===== config.mk =====
export PLATFORM = sky130hd
export DESIGN_NAME = cdb_arbiter
export DESIGN_NICKNAME = d
export VERILOG_FILES = /design/src/rtl/cdb_arbiter.sv
export SDC_FILE = /design/constraint.sdc
export NUM_CORES = 1
export LEC_CHECK = 0
export ABC_AREA = 1
export CAP_MARGIN = 15
export CORE_UTILIZATION = 42
export DETAILED_ROUTE_END_ITERATION = 8
export PLACE_DENSITY = 0.87
export SLEW_MARGIN = 20
export SYNTH_ARGS = -nofsm -noshare
export SYNTH_HDL_FRONTEND = slang
export SYNTH_SLANG_ARGS = --single-unit

===== constraint.sdc =====
create_clock -name clk -period 3.3 [get_ports clk]
set_input_delay 0.495 -clock clk [delete_from_list [all_inputs] [get_ports clk]]
set_output_delay 0.495 -clock clk [all_outputs]
set_load 0.005 [all_outputs]

===== src/rtl/cdb_arbiter.sv =====
// Common-data-bus arbiter: rotating-priority selection among functional-unit
// result requests, with a registered broadcast stage, stall hold and statistics.
module cdb_arbiter #(
    parameter int NREQ      = 4,
    parameter int UNIT_SIZE = 8,
    parameter int WORD_SIZE = 32
) (
    input  logic                      clk,
    input  logic                      rst_n,
    input  logic [NREQ-1:0]           req_valid,
    input  logic [NREQ*UNIT_SIZE-1:0] req_tag,
    input  logic [NREQ*WORD_SIZE-1:0] req_data,
    output logic [NREQ-1:0]           req_grant,
    input  logic                      cdb_stall,
    output logic                      cdb_valid,
    output logic [UNIT_SIZE-1:0]      cdb_tag,
    output logic [WORD_SIZE-1:0]      cdb_data,
    output logic                      tag_err,
    output logic [15:0]               bcast_cnt,
    output logic                      idle
);
    localparam int PTR_W = (NREQ > 1) ? $clog2(NREQ) : 1;
    localparam logic [UNIT_SIZE-1:0] RESERVED_TAG = UNIT_SIZE'(8'h7F);

    logic                 r_valid;
    logic [UNIT_SIZE-1:0] r_tag;
    logic [WORD_SIZE-1:0] r_data;
    logic [PTR_W-1:0]     r_ptr;
    logic                 r_tag_err;
    logic [15:0]          r_cnt;

    logic [UNIT_SIZE-1:0] w_tag  [NREQ];
    logic [WORD_SIZE-1:0] w_data [NREQ];
    logic [NREQ-1:0]      w_grant;
    logic [PTR_W-1:0]     w_idx;
    logic [PTR_W-1:0]     w_ptr_next;
    logic                 w_found;

    genvar gi;
    generate
        for (gi = 0; gi < NREQ; gi++) begin : g_unpack
            assign w_tag[gi]  = req_tag[gi*UNIT_SIZE +: UNIT_SIZE];
            assign w_data[gi] = req_data[gi*WORD_SIZE +: WORD_SIZE];
        end
    endgenerate

    // First valid requester at or after the pointer, wrapping around.
    always_comb begin
        int c;
        c       = 0;
        w_grant = '0;
        w_idx   = '0;
        w_found = 1'b0;
        if (rst_n && !cdb_stall) begin
            for (int k = 0; k < NREQ; k++) begin
                c = int'(r_ptr) + k;
                if (c >= NREQ) begin
                    c = c - NREQ;
                end
                if (!w_found && req_valid[PTR_W'(c)]) begin
                    w_found = 1'b1;
                    w_idx   = PTR_W'(c);
                end
            end
        end
        if (w_found) begin
            w_grant[w_idx] = 1'b1;
        end
    end

    assign w_ptr_next = (w_idx == PTR_W'(NREQ - 1)) ? '0 : w_idx + 1'b1;

    always_ff @(posedge clk) begin
        if (!rst_n) begin
            r_valid   <= 1'b0;
            r_tag     <= '0;
            r_data    <= '0;
            r_ptr     <= '0;
            r_tag_err <= 1'b0;
            r_cnt     <= '0;
        end else begin
            if (r_valid && !cdb_stall) begin
                r_cnt <= r_cnt + 16'd1;
            end
            // Under stall the whole bus stage, pointer included, is frozen.
            if (!cdb_stall) begin
                if (w_found) begin
                    r_valid <= 1'b1;
                    r_tag   <= w_tag[w_idx];
                    r_data  <= w_data[w_idx];
                    r_ptr   <= w_ptr_next;
                    if (w_tag[w_idx] == RESERVED_TAG) begin
                        r_tag_err <= 1'b1;
                    end
                end else begin
                    r_valid <= 1'b0;
                end
            end
        end
    end

    assign req_grant = w_grant;
    assign cdb_valid = r_valid;
    assign cdb_tag   = r_tag;
    assign cdb_data  = r_data;
    assign tag_err   = r_tag_err;
    assign bcast_cnt = r_cnt;
    assign idle      = (req_valid == '0) && !r_valid;

endmodule

Yosys cells after proc, flatten, opt, wreduce, memory -nomap -nowiden
Index checks and enable logic that the tools add are counted.
- shift-type cells: 0
- $lt $le $gt $ge: 11
- reduce and logical (&&, ||, !) cells: 15
- add/subtract/negate cells: 9
- div/mod/pow operators: 0
- multiply operators: 0
- mux-type cells: 44
- equal/unequal tests: 2
- bitwise operators: 2
- operators by type and width (kind ; count):
    32-bit binary-select mux with 2-bit select ; 1
    32-bit two-way mux ; 2
    2-bit two-way mux ; 14
    1-bit two-way mux ; 18
    16-bit by 1-bit adder with 16-bit output, second input constant ; 1
    8-bit binary-select mux with 2-bit select ; 1
    2-bit by 4-bit < comparator with 1-bit output, second input constant ; 4
    8-bit two-way mux ; 2
    3-bit >= comparator, second input constant ; 4
    1-bit binary-select mux with 2-bit select ; 4
    8-bit by 7-bit == test with 1-bit output, second input constant ; 1
    2-bit by 1-bit subtractor with 2-bit output, second input constant ; 4
    1-bit logical AND ; 7
    2-bit by 2-bit adder with 3-bit output, second input constant ; 2
    1-bit zero test ; 5
    4-bit zero test ; 1
    4-bit two-way mux ; 1
    2-bit by 1-bit adder with 3-bit output, second input constant ; 1
    2-bit by 3-bit >= comparator with 1-bit output, second input constant ; 1
    2-bit by 3-bit < comparator with 1-bit output, second input constant ; 1
    2-bit NOT with 3-bit output ; 1
    3-bit AND reduction ; 1
    2-bit by 1-bit adder with 2-bit output, second input constant ; 1
    1-bit demux with 2-bit select ; 1
    4 further kinds ; 4
- ROM bits: 0
- flip-flop bits (word level): 60
- latch bits: 0
- memories kept: 0
- memory bits (writable): 0
- logic and storage cells: 89
- output and inout bits: 63
- input bits: 167

Longest topological paths before layout
Gate-level depths: netlist (run 1).
- word-level depth: 26
- depth in mapped cells: 20
- gate-level depth less buffers: 18

Least setup slack after synthesis (run 1)
Ideal clock, no wire load.
- path kind: input to output
- start: in rst_n
- end: out req_grant[0]
- stages on the path: 12
- required time: 2805 ps
- buffers on the path: 4
- arrival: 1903 ps
- path slack: 902 ps
- cell sequence: buf_2 > inv_2 > nor2_1 > inv_1 > nor2_1 > nand3_2 > buf_6 > buf_4 > buf_2 > ha_1 > inv_1 > nor2_1
- word-level cells in the longest chain between the ends: 7
- elaborated cells between the ends (all ways): 9
- those cells by class: order compare: 2; mux: 5; reduce/logical: 2
- RTL lines (what ; RTL line ; source):
    start, declared ; 9 ; input logic rst_n,
    1-bit logical AND (*) ; 54 ; if (rst_n && !cdb_stall) begin
    2-bit two-way mux ; 54 ;
    2-bit by 3-bit < comparator with 1-bit output (implied by the code) / 2-bit by 1-bit >= comparator with 1-bit output (equally long branches) ; 67 ; w_grant[w_idx] = 1'b1;
    1-bit logical AND (implied by the code) ; 67 ;
    1-bit two-way mux (implied by the code) ; 67 ;
    1-bit demux with 2-bit select ; 67 ;
    4-bit two-way mux (*) ; 66 ; if (w_found) begin
    end, declared ; 13 ; output logic [NREQ-1:0] req_grant,
Mark *: on every way between the ends. The rest lies on a longest branch, timed or not.

Worst setup path after layout (run 1)
- start: in req_valid[1]
- end: out req_grant[1]
- word-level cells in the longest chain between the ends: 22
- elaborated cells between the ends (all ways): 37
- those cells by class: order compare: 2; mux: 28; reduce/logical: 7
- RTL lines (what ; RTL line ; source):
    start, declared ; 10 ; input logic [NREQ-1:0] req_valid,
    1-bit binary-select mux with 2-bit select ; 60 ; if (!w_found && req_valid[PTR_W'(c)]) begin
    1-bit two-way mux (implied by the code) (2 in a row) ; 60 ;
    1-bit two-way mux ; 60 ;
    1-bit two-way mux ; 54 ;
    1-bit zero test ; 60 ;
    1-bit logical AND ; 60 ;
    1-bit two-way mux ; 60 ;
    1-bit two-way mux ; 54 ;
    (+5 left out) ; - ;
    1-bit logical AND ; 60 ;
    2-bit two-way mux ; 60 ;
    2-bit two-way mux ; 54 ;
    2-bit by 3-bit < comparator with 1-bit output (implied by the code) / 2-bit by 1-bit >= comparator with 1-bit output (equally long branches) ; 67 ;
    1-bit logical AND (implied by the code) ; 67 ;
    1-bit two-way mux (implied by the code) ; 67 ;
    1-bit demux with 2-bit select ; 67 ;
    4-bit two-way mux (*) ; 66 ;
Mark *: on every way between the ends. The rest lies on a longest branch, timed or not. The select of a mux whose other input is x is not followed.

==> metrics.md, run 1 <==
| Metric | Value |
|---|---|
| Area share of the largest cell type after synthesis | 29.9% |
| Drt via density | 5.26 |
| Routed wire per std cell | 14.7 um |
| Leading post-synthesis cells by cell area | dfxtp_1 (30%), nand2_1 (15%), o21ai_0 (10%) |
| Count leader, synth | nand2_1 |
| WP buf/inv | 6 |
| Number of clock buffers inserted by TritonCTS | 9 |
| Ys Warns | 0 |
| Crit path launch type | input pin |
| Synth Flop Type | dfxtp_1 |
| Slew HR | 61.6% |
| Share of cells above drive strength 1 | 5.98% |
| GRT Total Usage | 28.8% |
| Initial antenna violation count | 0 |
| Least-Margin Pin Slew | 577 ps |
| Psw | 0.000708 W |
| Total Nets Final | 1037 |
| DP Area | 6330 um2 |
| Hold path startpoint | tag_err |
| Count of cell types in the netlist | 33 |
| # IOs | 230 |
| Final hold vios | 0 |
| Die Wd | 99.8 um |
| Layout Skew | 7.85 ps |
| H-tree levels | 3 |
| Clock latency on the worst-skew pair | 330 ps |
| Final setup vio count | 0 |
| Worst r2r dst | cdb_data[26] |
| Antenna-violating nets left | 0 |
| Synthesized area | 4010 um2 |
| Max-Cap Viols | 0 |
| Sum Neg Setup Slack | 0 ps |
| Post-DP HPWL | 10800 um |
| Pwr per Cell Area | 355 nW/um2 |
| Leakage | 2.91 nW |
| Buffers on Ports | 229 |
| Syn_nets | 828 |
| Post-route clock period utilization | 97.4% |
| Clock transition at path regs | 70 ps |
| Worst r2r src | r_ptr[1] |
| Max Freq | 311 MHz |
| Min-Delay Path Class | reg -> reg |
| Global-route wire length before repair | 22800 um |
| Hold path cells | 2 |
| Final wirelength | 14700 um |
| Clock Tree Buf Depth | 2 |
| EDFF count, synth | 0 |
| Pre-CTS setup slack | 85.9 ps |
| Placed insts | 982 |
| Sequential element share of the synthesized area | 29.9% |
| Vias in the first global route | 4948 |
| Area of the die | 9950 um2 |
| Core footprint | 9240 um2 |
| DR DRC count | 0 |
| Internal power | 0.00163 W |
| Cell Count, Final, Fillers Out | 999 |
| Crit path max-delay family | buffers and inverters |
| N_diodes | 0 |
| Post-synth ARST share | 0% |
| Syn Inst Count | 656 |
| Worst Path Max Fanout | 5 |
| Switching part of the total | 30.4% |
| Initial cell density of the core | 43.4% |
| Syn avg cell area | 6.12 um2 |
| Reg power frac | 35.0% |
| CTS root buffer | clkbuf_8 |
| Critical Path AT | 2720 ps |
| Clock power frac | 31.9% |
| CP required | 2800 ps |
| Drt first-iter violations | 264 |
| FF+latch count, synth | 60 |
| Post-synth top area cell | dfxtp_1 |
| Combinational power share | 33.1% |
| Critical path cell sequence | clkdlybuf4s50_1 > inv_1 > nand2_1 > nand3_1 > nand2_2 > inv_2 > nand2_1 > nand2_4 > nand3_2 > inv_2 > ha_1 > inv_1 > nor2_1 > clkdlybuf4s50_1 |
| Gpl congestion | 0.946 |
| Via count | 5250 |
| Worst reg-to-reg setup slack | 610 ps |
| Maximum vdd drop | 0.209 mV |
| CP max stage cell | clkdlybuf4s50_1 |
| Row cnt | 35 |
| Die Y | 99.8 um |
| GRT overflow | 0 |
| Kind of critical path | in -> out |
| WHS Endpoint | tag_err |
| Layout Area Growth over Synthesis | 63.7% |
| Pins Over Slew Limit | 0 |
| Min Tclk post-route | 3220 ps |
| Design area | 6570 um2 |
| Largest net degree at the start of global routing | 65 |
| First-pass detailed-route iteration total | 5 |
| Reg2reg path depth | 16 |
| Most frequent cells after synthesis | nand2_1 (165), nor2_1 (83), o21ai_0 (80) |
| CP endpoint kind | primary output |
| CTS tree | yes |
| Setup ws final | 84.3 ps |
| CP peak stage delay | 520 ps |
| CTS sink cnt | 60 |
| Status | finished, final reports clean |
[state kept, by name (all words and copies together) (netlist names)]
| register | count |
|---|---|
| cdb_data | 32 |
| tag_err | 1 |
| bcast_cnt | 16 |
| r_ptr | 2 |
| cdb_tag | 8 |
| cdb_valid | 1 |
[metal layers]
metal  global-route usage, %  vias up  wire length (um)
li1                        -     2562                 -
met1                    32.6     2409              5600
met2                    51.7      238              7530
met3                    7.38       41              1120
met4                    10.7        0               427
met5                       0        -                 0
[power groups by stage]
stage	clock network (W)	logic, W	registers, W
2_1_floorplan	0	0.000369	0.000828
6_report	0.000744	0.000773	0.000817
3_5_place_dp	0	0.000759	0.000832
5_1_grt	0.000795	0.000844	0.000823
4_1_cts	0.000757	0.000764	0.000816
3_3_place_gp	0	0.000740	0.000829
[metrics by stage]
| stage | total power (W) | utilization, % | hold WS [ps] |
|---|---|---|---|
| after global routing | 0.00246 | 71.1 | 480 |
| after detailed placement | 0.00159 | 68.5 | 453 |
| final | 0.00233 | 71.1 | 461 |
| after CTS | 0.00234 | 70.9 | 458 |
| after floorplan | 0.00120 | - | 446 |
| after global placement | 0.00157 | 68.5 | 435 |
[worst max path at each step]
stage | start | end | slack (ps) | depth (start not counted)
2_1_floorplan | rst_n | req_grant[0] | 900 | 12
3_3_place_gp | req_valid[3] | req_grant[2] | 230 | 14
3_5_place_dp | req_valid[1] | req_grant[3] | 90 | 14
4_1_cts | req_valid[1] | req_grant[3] | 80 | 14
5_1_grt | req_valid[3] | req_grant[1] | -4 | 14
6_report | req_valid[1] | req_grant[1] | 80 | 14
[cell families after synthesis]
family | after synthesis | synth area share [%]
AND/OR/NAND/NOR | 313 | 32.9
AO/OA/AOI/OAI | 150 | 21.8
buffers and inverters | 127 | 13.7
flip-flops | 60 | 29.9
adder cells (fa/ha/maj) | 5 | 1.56
XOR/XNOR | 1 | 0.218
[layout by cell type (no fill, tap or decap), types with 13 or more instances in the layout]
cell type	n
a21oi_1	19
a31oi_1	13
buf_4	13
clkdlybuf4s50_1	226
dfxtp_1	59
inv_1	78
nand2_1	164
nand3_1	26
nand4_1	17
nor2_1	81
o21ai_0	80
o221ai_1	20
[worst min-delay path, delay by kind of cell (launching register included)]
kind,cells,cell delay (ps)
flip-flops,1,320
buffers and inverters,1,50
AO/OA/AOI/OAI,1,50
[cell type report]
| cell class | instances | area (um2) |
|---|---|---|
| fill | 756 | 2670 |
| timing repair buffer | 242 | 2390 |
| multi-input combinational | 469 | 2280 |
| sequential | 60 | 1200 |
| inverter | 83 | 317 |
| tap | 129 | 161 |
| clock buffer | 10 | 138 |
| clock inverter | 6 | 87.6 |
[what timing repair did]
action / 4_1_cts / 5_1_grt
setup endpoints to repair: 0 / 4
buffers inserted: 0 / 1
hold buffers: 0 / 0
resized for setup: 0 / 5
No activity file was read; power rests on OpenSTA's default activity.
==> run 2, diff against run 1 <==
--- a/config.mk
+++ b/config.mk
@@ -7,9 +7,9 @@
 export LEC_CHECK = 0
 export ABC_AREA = 1
 export CAP_MARGIN = 15
-export CORE_UTILIZATION = 42
+export CORE_UTILIZATION = 39
 export DETAILED_ROUTE_END_ITERATION = 8
-export PLACE_DENSITY = 0.87
+export PLACE_DENSITY = 0.82
 export SLEW_MARGIN = 20
 export SYNTH_ARGS = -nofsm -noshare
 export SYNTH_HDL_FRONTEND = slang
==> constraint.sdc (replaced) <==
create_clock -name clk -period 3.1 [get_ports clk]
set_input_delay 0.465 -clock clk [delete_from_list [all_inputs] [get_ports clk]]
set_output_delay 0.465 -clock clk [all_outputs]
set_load 0.005 [all_outputs]
==> run 2 against run 1 <==
  * Sequential power up 6.5%
  * Global-route usage shrank 1.9 points
  * Core utilization decreased by 4.4 points
  * Non-clock buffer count rose by 1
  * Hold slack worse by 11 ps
  * Total power up 6.5%
  * Clock skew increased by 1.8 ps
  * Final cell count up 0.50%
  * Highest routed layer unchanged
==> metrics.md, run 2 (synthesis results as in run 1) <==
| Metric | Value |
|---|---|
| H-tree levels | 3 |
| DR DRC count | 0 |
| Kind of critical path | in -> out |
| Pwr per Cell Area | 378 nW/um2 |
| N_diodes | 0 |
| Max FFs per register | 32 |
| Most common cell after layout, fill and taps aside | clkdlybuf4s50_1 |
| Worst r2r src | r_ptr[0] |
| Met3 usage | 6.12% |
| Critical path cell sequence | clkdlybuf4s50_1 > inv_1 > nand2_1 > nand3_2 > nand2_1 > nor2_2 > nand3_1 > nand3_1 > nand2_2 > inv_2 > ha_1 > inv_1 > nor2_1 > dlygate4sd2_1 |
| Row cnt | 36 |
| Slew HR | 58.0% |
| Hold path startpoint | rst_n |
| Die Y | 103 um |
| Least-Margin Pin Slew | 630 ps |
| Hold-fix buffers, CTS | 0 |
| Pins Over Slew Limit | 0 |
| Share of cells above drive strength 1 | 6.31% |
| Clock latency on the worst-skew pair | 340 ps |
| Final wirelength | 14700 um |
| Critical Path AT | 2440 ps |
| Max Freq | 345 MHz |
| Leakage | 2.94 nW |
| Drt first-iter violations | 220 |
| Layout Area Growth over Synthesis | 64.1% |
| Placed insts | 988 |
| # IOs | 230 |
| Reg2reg path depth | 15 |
| Total Nets Final | 1038 |
| Via count | 5155 |
| Die Wd | 103 um |
| Post-route clock period utilization | 93.6% |
| Initial antenna violation count | 0 |
| Crit path launch type | input pin |
| Worst r2r dst | cdb_data[14] |
| CTS sink cnt | 60 |
| Drt via density | 5.13 |
| Worst Path Max Fanout | 5 |
| Final setup vio count | 0 |
| Vias in the first global route | 4919 |
| CTS root buffer | clkbuf_8 |
| Initial cell density of the core | 40.7% |
| Max-Cap Viols | 0 |
| Routed wire per std cell | 14.6 um |
| Core footprint | 9860 um2 |
| WHS Endpoint | bcast_cnt[6] |
| Final hold vios | 0 |
| Min-Delay Path Class | in -> reg |
| Hold path cells | 3 |
| Clock transition at path regs | 70 ps |
| Global Route met1 Usage | 30.5% |
| GR Layer Usage met2 | 48.4% |
| Area of the die | 10700 um2 |
| Buffers on Ports | 229 |
| Min Tclk post-route | 2900 ps |
| GRT busiest layer | met2 |
| First-pass detailed-route iteration total | 5 |
| Status | finished, final reports clean |
| Unrepaired setup endpoints after global routing | false |
| Gpl congestion | 0.880 |
| Number of clock buffers inserted by TritonCTS | 9 |
| Post-DP HPWL | 11000 um |
| Most frequent cells in the layout | clkdlybuf4s50_1 (223), nand2_1 (165), nor2_1 (81), o21ai_0 (80), inv_1 (77) |
| Worst reg-to-reg setup slack | 580 ps |
| Postcts setup bufs | 0 |
| Hold WS | 450 ps |
| Maximum vdd drop | 0.246 mV |
| CTS tree | yes |
| CP endpoint kind | primary output |
| Cell Count, Final, Fillers Out | 1004 |
| CP peak stage delay | 450 ps |
| CP max stage cell | clkdlybuf4s50_1 |
| GRT Total Usage | 26.9% |
| Global-route wire length before repair | 22300 um |
| GRT overflow | 0 |
| CP required | 2630 ps |
| Largest net degree at the start of global routing | 65 |
| Clock Tree Buf Depth | 2 |
| Layout Skew | 9.68 ps |
| Antenna-violating nets left | 0 |
-- run 2: changes by cell type in the layout (fill, tap and decap cells not counted), moves of 2 or more --
cell / change
dlygate4sd2_1: +2
clkinv_2: +2
nand3_1: -2
clkinvlp_4: -3
clkdlybuf4s50_1: -3
nand3_2: +2
-- run 2: critical path: cells and delay by family --
family,cells,cell delay [ps]
buf+inv,5,950
simple gates,8,880
fa+ha+maj,1,140
-- run 2: timing repair --
action                                  in CTS  in global routing
pin swaps                                    1                  1
endpoints found under the setup margin       4                  2
resized for setup                            4                  7
-- run 2: worst max path at each step --
stage                    to          from  depth (start not counted)  slack, ps
3_5_place_dp   req_grant[2]  req_valid[3]                         14       -110
4_1_cts        req_grant[1]  req_valid[2]                         15         60
3_3_place_gp   req_grant[2]  req_valid[3]                         14         70
2_1_floorplan  req_grant[0]         rst_n                         12        760
5_1_grt        req_grant[2]  req_valid[3]                         14         90
6_report       req_grant[3]  req_valid[1]                         14        200
-- run 2: stage by stage --
stage	setup TNS [ps]	setup slack, ps	utilization (%)	instance area [um2]	power (W)
after floorplan	0	762	-	4010	0.00127
after global placement	0	74.7	64.4	6350	0.00167
after detailed placement	-222	-114	64.4	6350	0.00170
after CTS	0	63.9	66.6	6570	0.00250
after global routing	0	87.6	66.8	6590	0.00263
final	0	199	66.8	6590	0.00249
-- run 2: power breakdown --
group	switching, W	leakage (nW)	internal (W)
clock network	0.000327	0.113	0.000471
registers	0.0000394	0.496	0.000831
logic	0.000391	2.33	0.000427
-- run 2: routing by layer --
layer	routed length, um	share of wire, %	vias to the layer above
met5	0	0	-
met4	342	2.3	0
met3	1050	7.2	29
met2	7510	51	206
met1	5770	39	2359
li1	-	-	2561
-- run 2: final cells by class --
cell class / count / area [um2]
inverter: 83 / 317
sequential: 60 / 1200
tap: 133 / 166
clock inverter: 5 / 75.1
multi-input combinational: 469 / 2280
timing repair buffer: 243 / 2400
fill: 862 / 3280
clock buffer: 11 / 141
